==> config.mk <==
export PLATFORM = sky130hd
export DESIGN_NAME = inst_sram_axi_bridge
export DESIGN_NICKNAME = d
export VERILOG_FILES = /design/src/rtl/inst_sram_axi_bridge.sv
export SDC_FILE = /design/constraint.sdc
export NUM_CORES = 1
export LEC_CHECK = 0
export ABC_CLOCK_PERIOD_IN_PS = 4250
export CAP_MARGIN = 20
export CORE_ASPECT_RATIO = 0.9
export CORE_UTILIZATION = 25
export CTS_CLUSTER_DIAMETER = 100
export CTS_CLUSTER_SIZE = 30
export DETAILED_ROUTE_END_ITERATION = 10
export HOLD_SLACK_MARGIN = 0.06
export PLACE_DENSITY_LB_ADDON = 0.15
export SLEW_MARGIN = 10
export SYNTH_ARGS = -nofsm -noshare
export SYNTH_HDL_FRONTEND = slang
export SYNTH_SLANG_ARGS = --single-unit
==> constraint.sdc <==
create_clock -name clk -period 4.25 [get_ports clk]
set_clock_uncertainty 0.15 [all_clocks]
set_input_delay 0.85 -clock clk [delete_from_list [all_inputs] [get_ports clk]]
set_output_delay 0.85 -clock clk [all_outputs]
set_load 0.01 [all_outputs]
==> src/rtl/inst_sram_axi_bridge.sv <==
// inst_sram_axi_bridge: single-outstanding bridge from SRAM-style fetch port to single-beat AXI4 reads.
// Optional IBRIDGE_RRESP_CHECK_EN zeroes data and flags inst_sram_err on a non-OKAY rresp.
module inst_sram_axi_bridge #(
  parameter logic [3:0] AXI_ID = 4'h0
) (
  input  logic        clk,
  input  logic        reset,
  input  logic [31:0] inst_sram_addr,
  input  logic        inst_sram_readen,
  output logic [31:0] inst_sram_rdata,
  output logic        inst_sram_valid,
  output logic        inst_sram_err,
  output logic [3:0]  arid,
  output logic [31:0] araddr,
  output logic [7:0]  arlen,
  output logic [2:0]  arsize,
  output logic [1:0]  arburst,
  output logic        arvalid,
  input  logic        arready,
  input  logic [31:0] rdata,
  input  logic [1:0]  rresp,
  input  logic        rlast,
  input  logic        rvalid,
  output logic        rready
);
  typedef enum logic [1:0] {IDLE, AR, R, RESP} state_t;
  state_t state, state_nxt;
  logic [29:0] addr_q;
  logic [31:0] rdata_q;
  logic        err_q;
  logic        accept;
  logic        r_hs;
  logic        resp_bad;
  logic        unused_ok;
  assign accept    = inst_sram_readen && (state == IDLE || state == RESP);
  assign r_hs      = rvalid && rready;
  assign arid      = AXI_ID;
  assign araddr    = {addr_q, 2'b00};
  assign arlen     = 8'd0;
  assign arsize    = 3'b010;
  assign arburst   = 2'b01;
  assign arvalid   = state == AR;
  assign rready    = state == R;
  assign inst_sram_valid = state == RESP;
  assign inst_sram_rdata = rdata_q;
  assign unused_ok = ^{rlast, rresp, inst_sram_addr[1:0]};
`ifdef IBRIDGE_RRESP_CHECK_EN
  assign resp_bad      = rresp != 2'b00;
  assign inst_sram_err = inst_sram_valid && err_q;
`else
  assign resp_bad      = 1'b0;
  assign inst_sram_err = 1'b0;
`endif
  always_comb begin
    state_nxt = state;
    case (state)
      IDLE:    state_nxt = accept ? AR : IDLE;
      AR:      state_nxt = arready ? R : AR;
      R:       state_nxt = r_hs ? RESP : R;
      default: state_nxt = accept ? AR : IDLE;
    endcase
  end
  always_ff @(posedge clk) begin
    if (reset) begin
      state   <= IDLE;
      addr_q  <= '0;
      rdata_q <= '0;
      err_q   <= 1'b0;
    end else begin
      state <= state_nxt;
      if (accept) addr_q <= inst_sram_addr[31:2];
      if (r_hs) begin
        rdata_q <= resp_bad ? 32'h0 : rdata;
        err_q   <= resp_bad;
      end
    end
  end
endmodule

# After elaboration in Yosys (flattened, before gate mapping)
# Cells that the tools add are included.
[totals]
reg_bits = 64
word_cells = 14
[classes]
eq_ne = 3
mux = 4
n_reduce_logical = 4
[ops]
columns = ["operator", "count"]
rows = [
  ["2-bit equality test (second input constant)", 2],
  ["2-bit one-hot mux with 2 select lines", 1],
  ["2-bit by 1-bit equality test with 1-bit output (second input constant)", 1],
  ["1-bit logical AND", 2],
  ["2-bit zero test", 1],
  ["1-bit 2-to-1 mux", 2],
  ["2-bit 2-to-1 mux", 1],
  ["1-bit logical OR", 1],
]

# Depth between registers and ports, before layout
[logic_depth]
ltp_word = 5
depth_mapped = 6

# Least setup slack after synthesis
# No wires, ideal clock.
[synth_timing]
kind = "input to register"
start = "input port inst_sram_readen"
end = "register addr_q[11]"
setup_ns = 0.070
arrival_ns = 1.403
required_time_ns = 4.030
setup_slack_ns = 2.627
path_stages = 4
path_buffers = 2
path_cell_list = "buf_4 -> buf_6 -> a21bo_1 -> a21oi_1"
[synth_via]
elab_chain_len = 1
[synth_lines]
columns = ["element", "line_no", "text"]
rows = [
  ["from (decl)", "9", "input logic inst_sram_readen,"],
  ["1-bit logical AND", "35", "assign accept = inst_sram_readen && (state == IDLE || state == RESP);"],
  ["to (signal assigned)", "71", "if (accept) addr_q <= inst_sram_addr[31:2];"],
  ["to (decl)", "28", "logic [29:0] addr_q;"],
]
# No other way between the ends.
# A chain may end at the register's enable or synchronous reset.

# Final worst setup path
[layout_timing]
start = "register state[0]"
end = "output port rready"
[layout_via]
elab_chain_len = 1
[layout_lines]
columns = ["element", "line_no", "text"]
rows = [
  ["from (decl)", "27", "state_t state, state_nxt;"],
  ["from (signal assigned)", "70", "state <= state_nxt;"],
  ["2-bit equality test", "43", "assign rready = state == R;"],
  ["to (decl)", "24", "output logic rready"],
]
# No other way between the ends.

==> impl_metrics.csv <==
group,metric,value,unit
run_status,outcome,"finished, final reports clean",
grt,grtUsageTotal,0.125,
grt,grt_pass1_wl,12600,um
sta,rsz0062_at_grt,"no",
clock_tree,cts_tree,"yes",
drt,drt_first_iter_violations,113,
placement,io_buffers,131,
sta,fin_ws,1.72,ns
sta,drv_slew,0,
sta,tns,0,ns
floorplan,initial_core_util,0.261,
cells_and_area,final_design_area_no_fill,4540,sq um
floorplan,die_area,12600,sq um
clock_tree,clock-root-buffer,"clkbuf_16",
critical_path,criticalPathCategory,"reg2out",
sta,period_minus_slack,2.53,ns
drt,first_pass_iters,4,
synthesis,synth.distinct_cells,18,
cells_and_area,n_antenna_cell,0,
clock_tree,clkSinkCount,64,
clock_tree,post_cts_buffers,0,
placement,pre_cts_ws,1.89,ns
critical_path,critPathBufInv,2,
critical_path,cp.arrival,1.53,ns
grt,antenna_found_initial,0,
power,max-vdd-ir-drop,0.220,mV
floorplan,core_area,11600,sq um
cells_and_area,drive_gt1_frac,0.0856,
sta,period_share,0.596,
power,p_per_area,351,nW/um^2
clock_tree,path_clk_slew,0.05,ns
drt,via_per_inst,4.41,
clock_tree,clockBufferDepth,2,
critical_path,required,3.25,ns
critical_path,cp-end-kind,"output port",
critical_path,critical-path-max-stage-delay,0.57,ns
clock_tree,cts_hold_buf,0,
synthesis,synth_area_per_cell,9.48,sq um
clock_tree,cts_resized,0,
placement,placed_area,4200,sq um
clock_tree,numCtsBuffers,9,
synthesis,synth-seq-area-share,0.422,
critical_path,critPathMaxFanout,3,
critical_path,crit_chain,"inv_1, ha_1, clkdlybuf4s50_1",
floorplan,die_x,118,um
critical_path,cp_slowest_cell,"clkdlybuf4s50_1",
critical_path,cp_top_family,"buffers and inverters",
worst_hold_path,hold_path_class,"reg2reg",
power,finalPower,0.00160,W
floorplan,rows,37,
floorplan,ios,157,
sta,setup_viol,0,
cells_and_area,nets,504,
clock_tree,clock_latency,0.32,ns
cells_and_area,area_growth,49.7,%
flow_run,cap_violations,0,
drt,final_antenna_net_count,0,
placement,hpwl,4800,um
drt,num_vias,2593,
grt,grt.overflow.total,0,
sta,tightest_slew,1.07,ns
drt,wl,7730,um
sta,slew_headroom,0.290,
synthesis,yosysWarnings,0,
clock_tree,h-tree-depth,3,
grt,first_global_vias,2470,
synthesis,ys_ff_latch,64,
power,leakagePower,1.66,nW
drt,drc,0,
floorplan,chipHeight,107,um
synthesis,syn_inst,320,
grt,grt_max_degree,66,
cells_and_area,fin_util,0.391,
sta,fmax,0.395,GHz
sta,hold_viol,0,
critical_path,worstSetupStartpointType,"flip-flop",
synthesis,syn_area,3030,sq um
drt,post_drt_wl_per_cell,13.2,um
placement,gp_congestion,0.702,
-- per-stage QoR --
step                hold WS [ns]  std cells
finish                     0.419        588
global route               0.434        588
CTS                        0.423        586
detailed placement         0.409        571
global placement           0.407        571
floorplan                  0.442        338
-- power breakdown --
group | total, W | switching, W | internal, W | leakage [nW]
Sequential | 0.000634 | 0.0000109 | 0.000623 | 0.521
Combinational | 0.000235 | 0.000106 | 0.000129 | 0.998
Clock | 0.000727 | 0.000261 | 0.000466 | 0.139
-- state kept, by name (all words and copies together), names as in the netlist --
signal / cells
addr_q: 30
inst_sram_rdata: 32
state: 2
-- path summary, 6_finish.rpt --
check                           slack (ns)                         endpoint  depth (start not counted)                            start
worst max-delay path                  1.72                           rready                          3              state[0]$_SDFF_PP0_
worst min-delay path                  0.42  inst_sram_rdata[4]$_SDFFE_PP0P_                          2  inst_sram_rdata[4]$_SDFFE_PP0P_
worst max register to register        2.55  inst_sram_rdata[1]$_SDFFE_PP0P_                          4              state[0]$_SDFF_PP0_
worst min register to register        0.42  inst_sram_rdata[4]$_SDFFE_PP0P_                          2  inst_sram_rdata[4]$_SDFFE_PP0P_
-- placed cells by master, fill, tap and decap left out --
cell type	count
a311oi_2	1
a21oi_1	63
buf_2	3
nor2b_1	1
buf_4	1
buf_12	2
nor3_1	1
a21bo_2	15
clkdlybuf4s50_1	128
nand2_2	1
clkinv_2	1
nand3_1	62
nand2b_1	1
conb_1	20
clkbuf_16	9
inv_1	3
a21bo_1	47
ha_4	1
bufinv_16	1
clkinvlp_4	1
dfxtp_1	64
clkbuf_1	2
ha_1	3
clkbuf_8	1
-- layout make-up --
class	count	area, sq um
tap	156	195
fill	1191	7080
clock buffer	12	246
clock inverter	3	42.5
sequential	64	1280
timing repair buffer	134	1340
inverter	3	11.3
multi-input combinational	216	1420
-- worst min-delay path: stages, from the launching register on --
cell	delay, ns
dfxtp_1	0.30
a21bo_2	0.17
a21oi_1	0.05
-- cell families (layout without fill, tap and decap cells) --
| kind of cell | count (synthesis) | after routing | share of synthesized area |
|---|---|---|---|
| other | 2 | 20 | 0.00248 |
| flip-flops | 64 | 64 | 0.422 |
| buffers and inverters | 58 | 152 | 0.135 |
| AND/OR/NAND/NOR | 66 | 66 | 0.110 |
| adder cells (fa/ha/maj) | 4 | 4 | 0.0165 |
| AO/OA/AOI/OAI | 126 | 126 | 0.313 |
-- cell usage after synthesis (all sizes together) --
library cell | count | share of area
a21bo | 62 | 0.20
buf | 52 | 0.13
inv | 3 | 0.0037
nand3 | 62 | 0.10
conb | 2 | 0.0025
a311oi | 1 | 0.0049
nor3 | 1 | 0.0016
ha | 4 | 0.016
a21oi | 63 | 0.10
clkbuf | 3 | 0.0037
dfxtp | 64 | 0.42
nand2 | 1 | 0.0021
nor2b | 1 | 0.0021
nand2b | 1 | 0.0021
-- metal layers --
layer | up-vias | wire length, um | global-route usage
li1 | 1295 | - | -
met1 | 1187 | 3730 | 0.167
met2 | 103 | 3180 | 0.174
met3 | 8 | 718 | 0.0547
met4 | 0 | 106 | 0.0467
met5 | - | 0 | 0
(Power assumes the default switching activity.)
